<file path="src/rtl/product_accumulator.sv">
// Product accumulator: sums a group of 64-bit unsigned products, counts the terms and flags any
// carry out of bit 63. A group closes on in_last or when the term counter reaches its maximum;
// the result is then held until the consumer takes it.
// Optional build macro: ACC_SATURATE_EN -- clamp acc to all-ones on carry out instead of wrapping.
module product_accumulator #(
    parameter int unsigned CNT_W = 16
) (
    input  logic             clk,
    input  logic             rst_n,
    input  logic             in_valid,
    output logic             in_ready,
    input  logic [63:0]      in_product,
    input  logic             in_last,
    output logic             out_valid,
    input  logic             out_ready,
    output logic [63:0]      out_sum,
    output logic [CNT_W-1:0] out_count,
    output logic             out_overflow
);

    typedef enum logic [1:0] {
        StIdle,
        StAccum,
        StHold
    } state_e;

    localparam logic [CNT_W-1:0] CntMax = '1;

    state_e           state_q, state_d;
    logic [63:0]      acc_q, acc_d;
    logic [CNT_W-1:0] cnt_q, cnt_d;
    logic             ovf_q, ovf_d;

    logic             accept;
    logic [64:0]      sum_ext;
    logic [CNT_W-1:0] cnt_inc;
    logic             cnt_full;

    assign in_ready     = (state_q != StHold);
    assign out_valid    = (state_q == StHold);
    assign out_sum      = acc_q;
    assign out_count    = cnt_q;
    assign out_overflow = ovf_q;

    assign accept  = in_valid && in_ready;
    assign sum_ext = {1'b0, acc_q} + {1'b0, in_product};

    // Count the accepted term would produce, and whether it hits the forced-close limit
    always_comb begin
        cnt_inc  = (state_q == StIdle) ? CNT_W'(1) : cnt_q + CNT_W'(1);
        cnt_full = (cnt_inc == CntMax);
    end

    // Datapath next-state: load on the first term of a group, accumulate afterwards
    always_comb begin
        acc_d = acc_q;
        cnt_d = cnt_q;
        ovf_d = ovf_q;
        if (accept) begin
            cnt_d = cnt_inc;
            if (state_q == StIdle) begin
                acc_d = in_product;
                ovf_d = 1'b0;
            end else begin
                // Flag is sticky for the rest of the group
                ovf_d = ovf_q | sum_ext[64];
`ifdef ACC_SATURATE_EN
                // Once at all-ones any further add either carries again or adds zero,
                // so the clamp holds for the rest of the group without extra state
                acc_d = sum_ext[64] ? '1 : sum_ext[63:0];
`else
                acc_d = sum_ext[63:0];
`endif
            end
        end
    end

    // Control FSM next-state
    always_comb begin
        state_d = state_q;
        unique case (state_q)
            StIdle, StAccum: begin
                if (accept) begin
                    state_d = (in_last || cnt_full) ? StHold : StAccum;
                end
            end
            StHold: begin
                if (out_ready) begin
                    state_d = StIdle;
                end
            end
            default: state_d = StIdle;
        endcase
    end

    // State registers; reset discards any partial or pending result
    always_ff @(posedge clk or negedge rst_n) begin
        if (!rst_n) begin
            state_q <= StIdle;
            acc_q   <= '0;
            cnt_q   <= '0;
            ovf_q   <= 1'b0;
        end else begin
            state_q <= state_d;
            acc_q   <= acc_d;
            cnt_q   <= cnt_d;
            ovf_q   <= ovf_d;
        end
    end

endmodule

</file>
<file path="config.mk">
export PLATFORM = sky130hd
export DESIGN_NAME = product_accumulator
export DESIGN_NICKNAME = d
export VERILOG_FILES = /design/src/rtl/product_accumulator.sv
export SDC_FILE = /design/constraint.sdc
export NUM_CORES = 1
export LEC_CHECK = 0
export ABC_CLOCK_PERIOD_IN_PS = 4100
export CAP_MARGIN = 10
export CORE_ASPECT_RATIO = 0.9
export CORE_MARGIN = 4
export CORE_UTILIZATION = 49
export DETAILED_ROUTE_END_ITERATION = 7
export DONT_BUFFER_PORTS = 1
export HOLD_SLACK_MARGIN = 0.06
export SLEW_MARGIN = 20
export SYNTH_ARGS = -nofsm -noshare
export SYNTH_HDL_FRONTEND = slang
export SYNTH_SLANG_ARGS = --single-unit
</file>
<file path="constraint.sdc">
create_clock -name clk -period 4.1 [get_ports clk]
set_input_delay 0.82 -clock clk [delete_from_list [all_inputs] [get_ports clk]]
set_output_delay 0.82 -clock clk [all_outputs]
set_load 0.02 [all_outputs]
</file>
==> results.cfg <==
[power]
pwr_density_cell_nw_per_um2 = 774.3
power_frac_seq_pct = 27.9
ir_drop_uv = 337.1
intPower_w = 0.003100
power_frac_comb_pct = 58.3
leakage_nw = 3.596
clockPowerShare_pct = 13.8
switching_power_w = 0.003440
switching_share_pct = 52.61

[sta]
maxSlewHeadroom_pct = 41.06
rsz0062_at_grt = false
tightest_slew_ns = 0.8768
finalCriticalPeriod_ns = 3.459
setup_tns_ns = 0
finalClockSkew_ns = 0.01211
setup_viol = 0
finalCritPeriodShare_pct = 84.36
drv_slew = 0
finalHoldViolations = 0
clock.fmax_mhz = 289.1

[clock_tree]
cts_hold_buf = 0
cts_tree = built
clk_pin_slew_ns = 0.07
postCtsSetupBuffers = 0
cts-resized-gates = 0
cts_root_buf = clkbuf_16
clock_latency_ns = 0.36
max-clock-path-buffers = 2
cts_sinks = 83
cts_max_level = 3
cts_made_buffers = 9

[floorplanning]
die_w_um = 142.8
core_area_um2 = 16080
fp-row-count = 44
dieArea_um2 = 18470
ioPinCount = 152
initial_utilization_pct = 49.86
die_h_um = 129.3

[drt]
num_vias = 7823
wl_per_cell_um = 19.86
dr.pass1.iters = 5
drt-vias-per-instance = 6.304
drc_errors = 0
drt_iter0_markers = 598
ant_nets = 0
drt-total-wl_um = 24650

[logic_synthesis]
synth_warnings = 0
synth_edf_count = 0
netlist_instances = 1071
synth.distinct_cells = 69
yosysSeqAreaShare_pct = 25.91
synth_area_per_cell_um2 = 7.484
synth_fp_nets = 1206
synth-seq-cells = 83
async_flop_share_pct = 100.0
yosys_most_used_dff = dfrtp_1
syn-cell-area_um2 = 8015

[placed_design]
dp_hpwl_um = 18360
io_buffers = 0
place_area_um2 = 8128
place.gp.congestion = 0.9324

[finish]
stdcell_area_um2 = 8447
layout.nets = 1164
drive_above_1_share_pct = 4.255
num_antenna_cells = 0
area_delta_synth_final_pct = 5.386

[setup_path]
cp.required_ns = 4.34
worst_setup_path_end_kind = flop
worstSetupPathType = flop to flop
critPathMaxFanout = 5
r2r_setup_slack_ns = 0.64
rr_startpoint = out_sum[0]
worstPathArrival_ns = 3.70
start_kind = flop
rr_worst_depth = 11
r2r_end = out_sum[54]

[worst_hold_path]
hold_class = input pin to asynchronous set/reset pin

[outcome]
status = finished clean

[global_routing]
grt_max_degree = 84
antenna_found_initial = 0
grt-ovfl-total = 0
grt_pass1_vias = 7357
track_usage_pct = 26.52
grt_pass1_wl_um = 39780

[run]
maxCapViolCount = 0
synthesized netlist by cell type, drive strengths merged, types with 13 or more instances:
| master | number | share of area (%) |
|---|---|---|
| buf | 13 | 0.76 |
| nand4 | 24 | 1.9 |
| nand3 | 32 | 2.0 |
| dfrtp | 83 | 26 |
| a21oi | 159 | 10 |
| a31oi | 19 | 1.7 |
| nor2 | 89 | 4.2 |
| a21o | 29 | 2.7 |
| xnor2 | 25 | 2.7 |
| nand2 | 141 | 6.6 |
| xor2 | 29 | 3.2 |
| o21ai | 106 | 6.8 |
| nor3 | 19 | 1.2 |
| and3 | 22 | 1.7 |
| clkbuf | 50 | 2.3 |
| inv | 14 | 0.66 |
| ha | 65 | 10 |
sequential cells by signal, summed over array words and instances, names as in the netlist:
signal / cells
state_q: 2
out_overflow: 1
out_count: 16
out_sum: 64
final cells by class:
type | instances | area (um2)
multi-input combinational | 911 | 5652
inverter | 14 | 52.55
sequential | 83 | 2077
clock buffer | 10 | 229.0
tap | 207 | 259.0
fill | 1627 | 7629
timing repair buffer | 10 | 87.58
clock inverter | 6 | 90.09
through the flow:
step	instances	setup slack [ns]	total power (W)	hold slack, ns	util [%]
detailed placement	1225	0.3295	0.005583	0.5283	50.56
floorplan	1071	0.7284	0.004704	0.5244	-
global route	1241	0.3512	0.007092	0.1392	52.55
CTS	1241	0.5735	0.006523	0.1442	52.55
finish	1241	0.6413	0.006540	0.1589	52.55
global placement	1225	0.4236	0.005585	0.5280	50.56
worst max path at each step:
stage / start / end / slack (ns) / cells after the start
6_report: out_sum[0] / out_sum[54] / 0.64 / 11
5_1_grt: out_sum[0] / out_sum[54] / 0.35 / 11
4_1_cts: out_sum[0] / out_sum[54] / 0.57 / 11
3_5_place_dp: in_product[0] / out_sum[54] / 0.33 / 11
3_3_place_gp: in_product[0] / out_sum[58] / 0.42 / 11
2_1_floorplan: in_product[0] / out_sum[62] / 0.73 / 11
power by group through the flow:
| stage | registers, W | logic, W | clock network (W) |
|---|---|---|---|
| floorplan | 0.00170 | 0.00300 | 0 |
| global route | 0.00187 | 0.00426 | 0.000953 |
| global placement | 0.00184 | 0.00374 | 0 |
| finish | 0.00183 | 0.00381 | 0.000905 |
| detailed placement | 0.00184 | 0.00374 | 0 |
| CTS | 0.00183 | 0.00377 | 0.000927 |
routing by layer:
metal	up-vias	GRT usage, %	wire, um	share of wire (%)
met3	23	6.937	1949	7.9
met2	258	39.50	10640	43
met5	-	0	0	0
li1	3829	-	-	-
met1	3713	38.70	11790	48
met4	0	5.869	262	1.1
kinds of logic after synthesis:
group / count (synthesis) / share of synthesized area, %
AO/OA/AOI/OAI: 392 / 29.83
XOR/XNOR: 54 / 5.901
adder cells (fa/ha/maj): 66 / 10.40
buffers and inverters: 77 / 3.762
flip-flops: 83 / 25.91
multiplexers: 10 / 1.249
AND/OR/NAND/NOR: 389 / 22.95
cell usage in the layout, fill, tap and decap left out, drive strengths merged, types with 7 or more instances in the layout:
master  synthesis  routed
clkbuf         50      10
dfrtp          83      83
a22o            9       9
and3           22      22
a21o           29      29
xor2           29      29
nand2         141     141
a21oi         159     159
ha             65      65
nand4          24      24
nor3           19      19
and2           10      10
o21ai         106     106
or3             8       8
o31ai          11      11
nor2b           9       9
nor4           10      10
o21bai          8       8
nand2b         11      11
mux2i          10      10
a31oi          19      19
buf            13      10
inv            14      14
nor2           89      89
o211ai          7       7
nand3          32      32
xnor2          25      25
worst max-delay path: stages, from the launching register on:
cell,delay (ns)
dfrtp_1,0.49
ha_1,0.29
fa_1,0.44
a211oi_1,0.41
o21ai_4,0.14
a311oi_1,0.24
a31oi_1,0.23
a41oi_2,0.36
o21ai_1,0.22
a21oi_1,0.23
mux2i_1,0.21
nand3_1,0.09
Note: power is estimated with default switching activity, not from simulation.
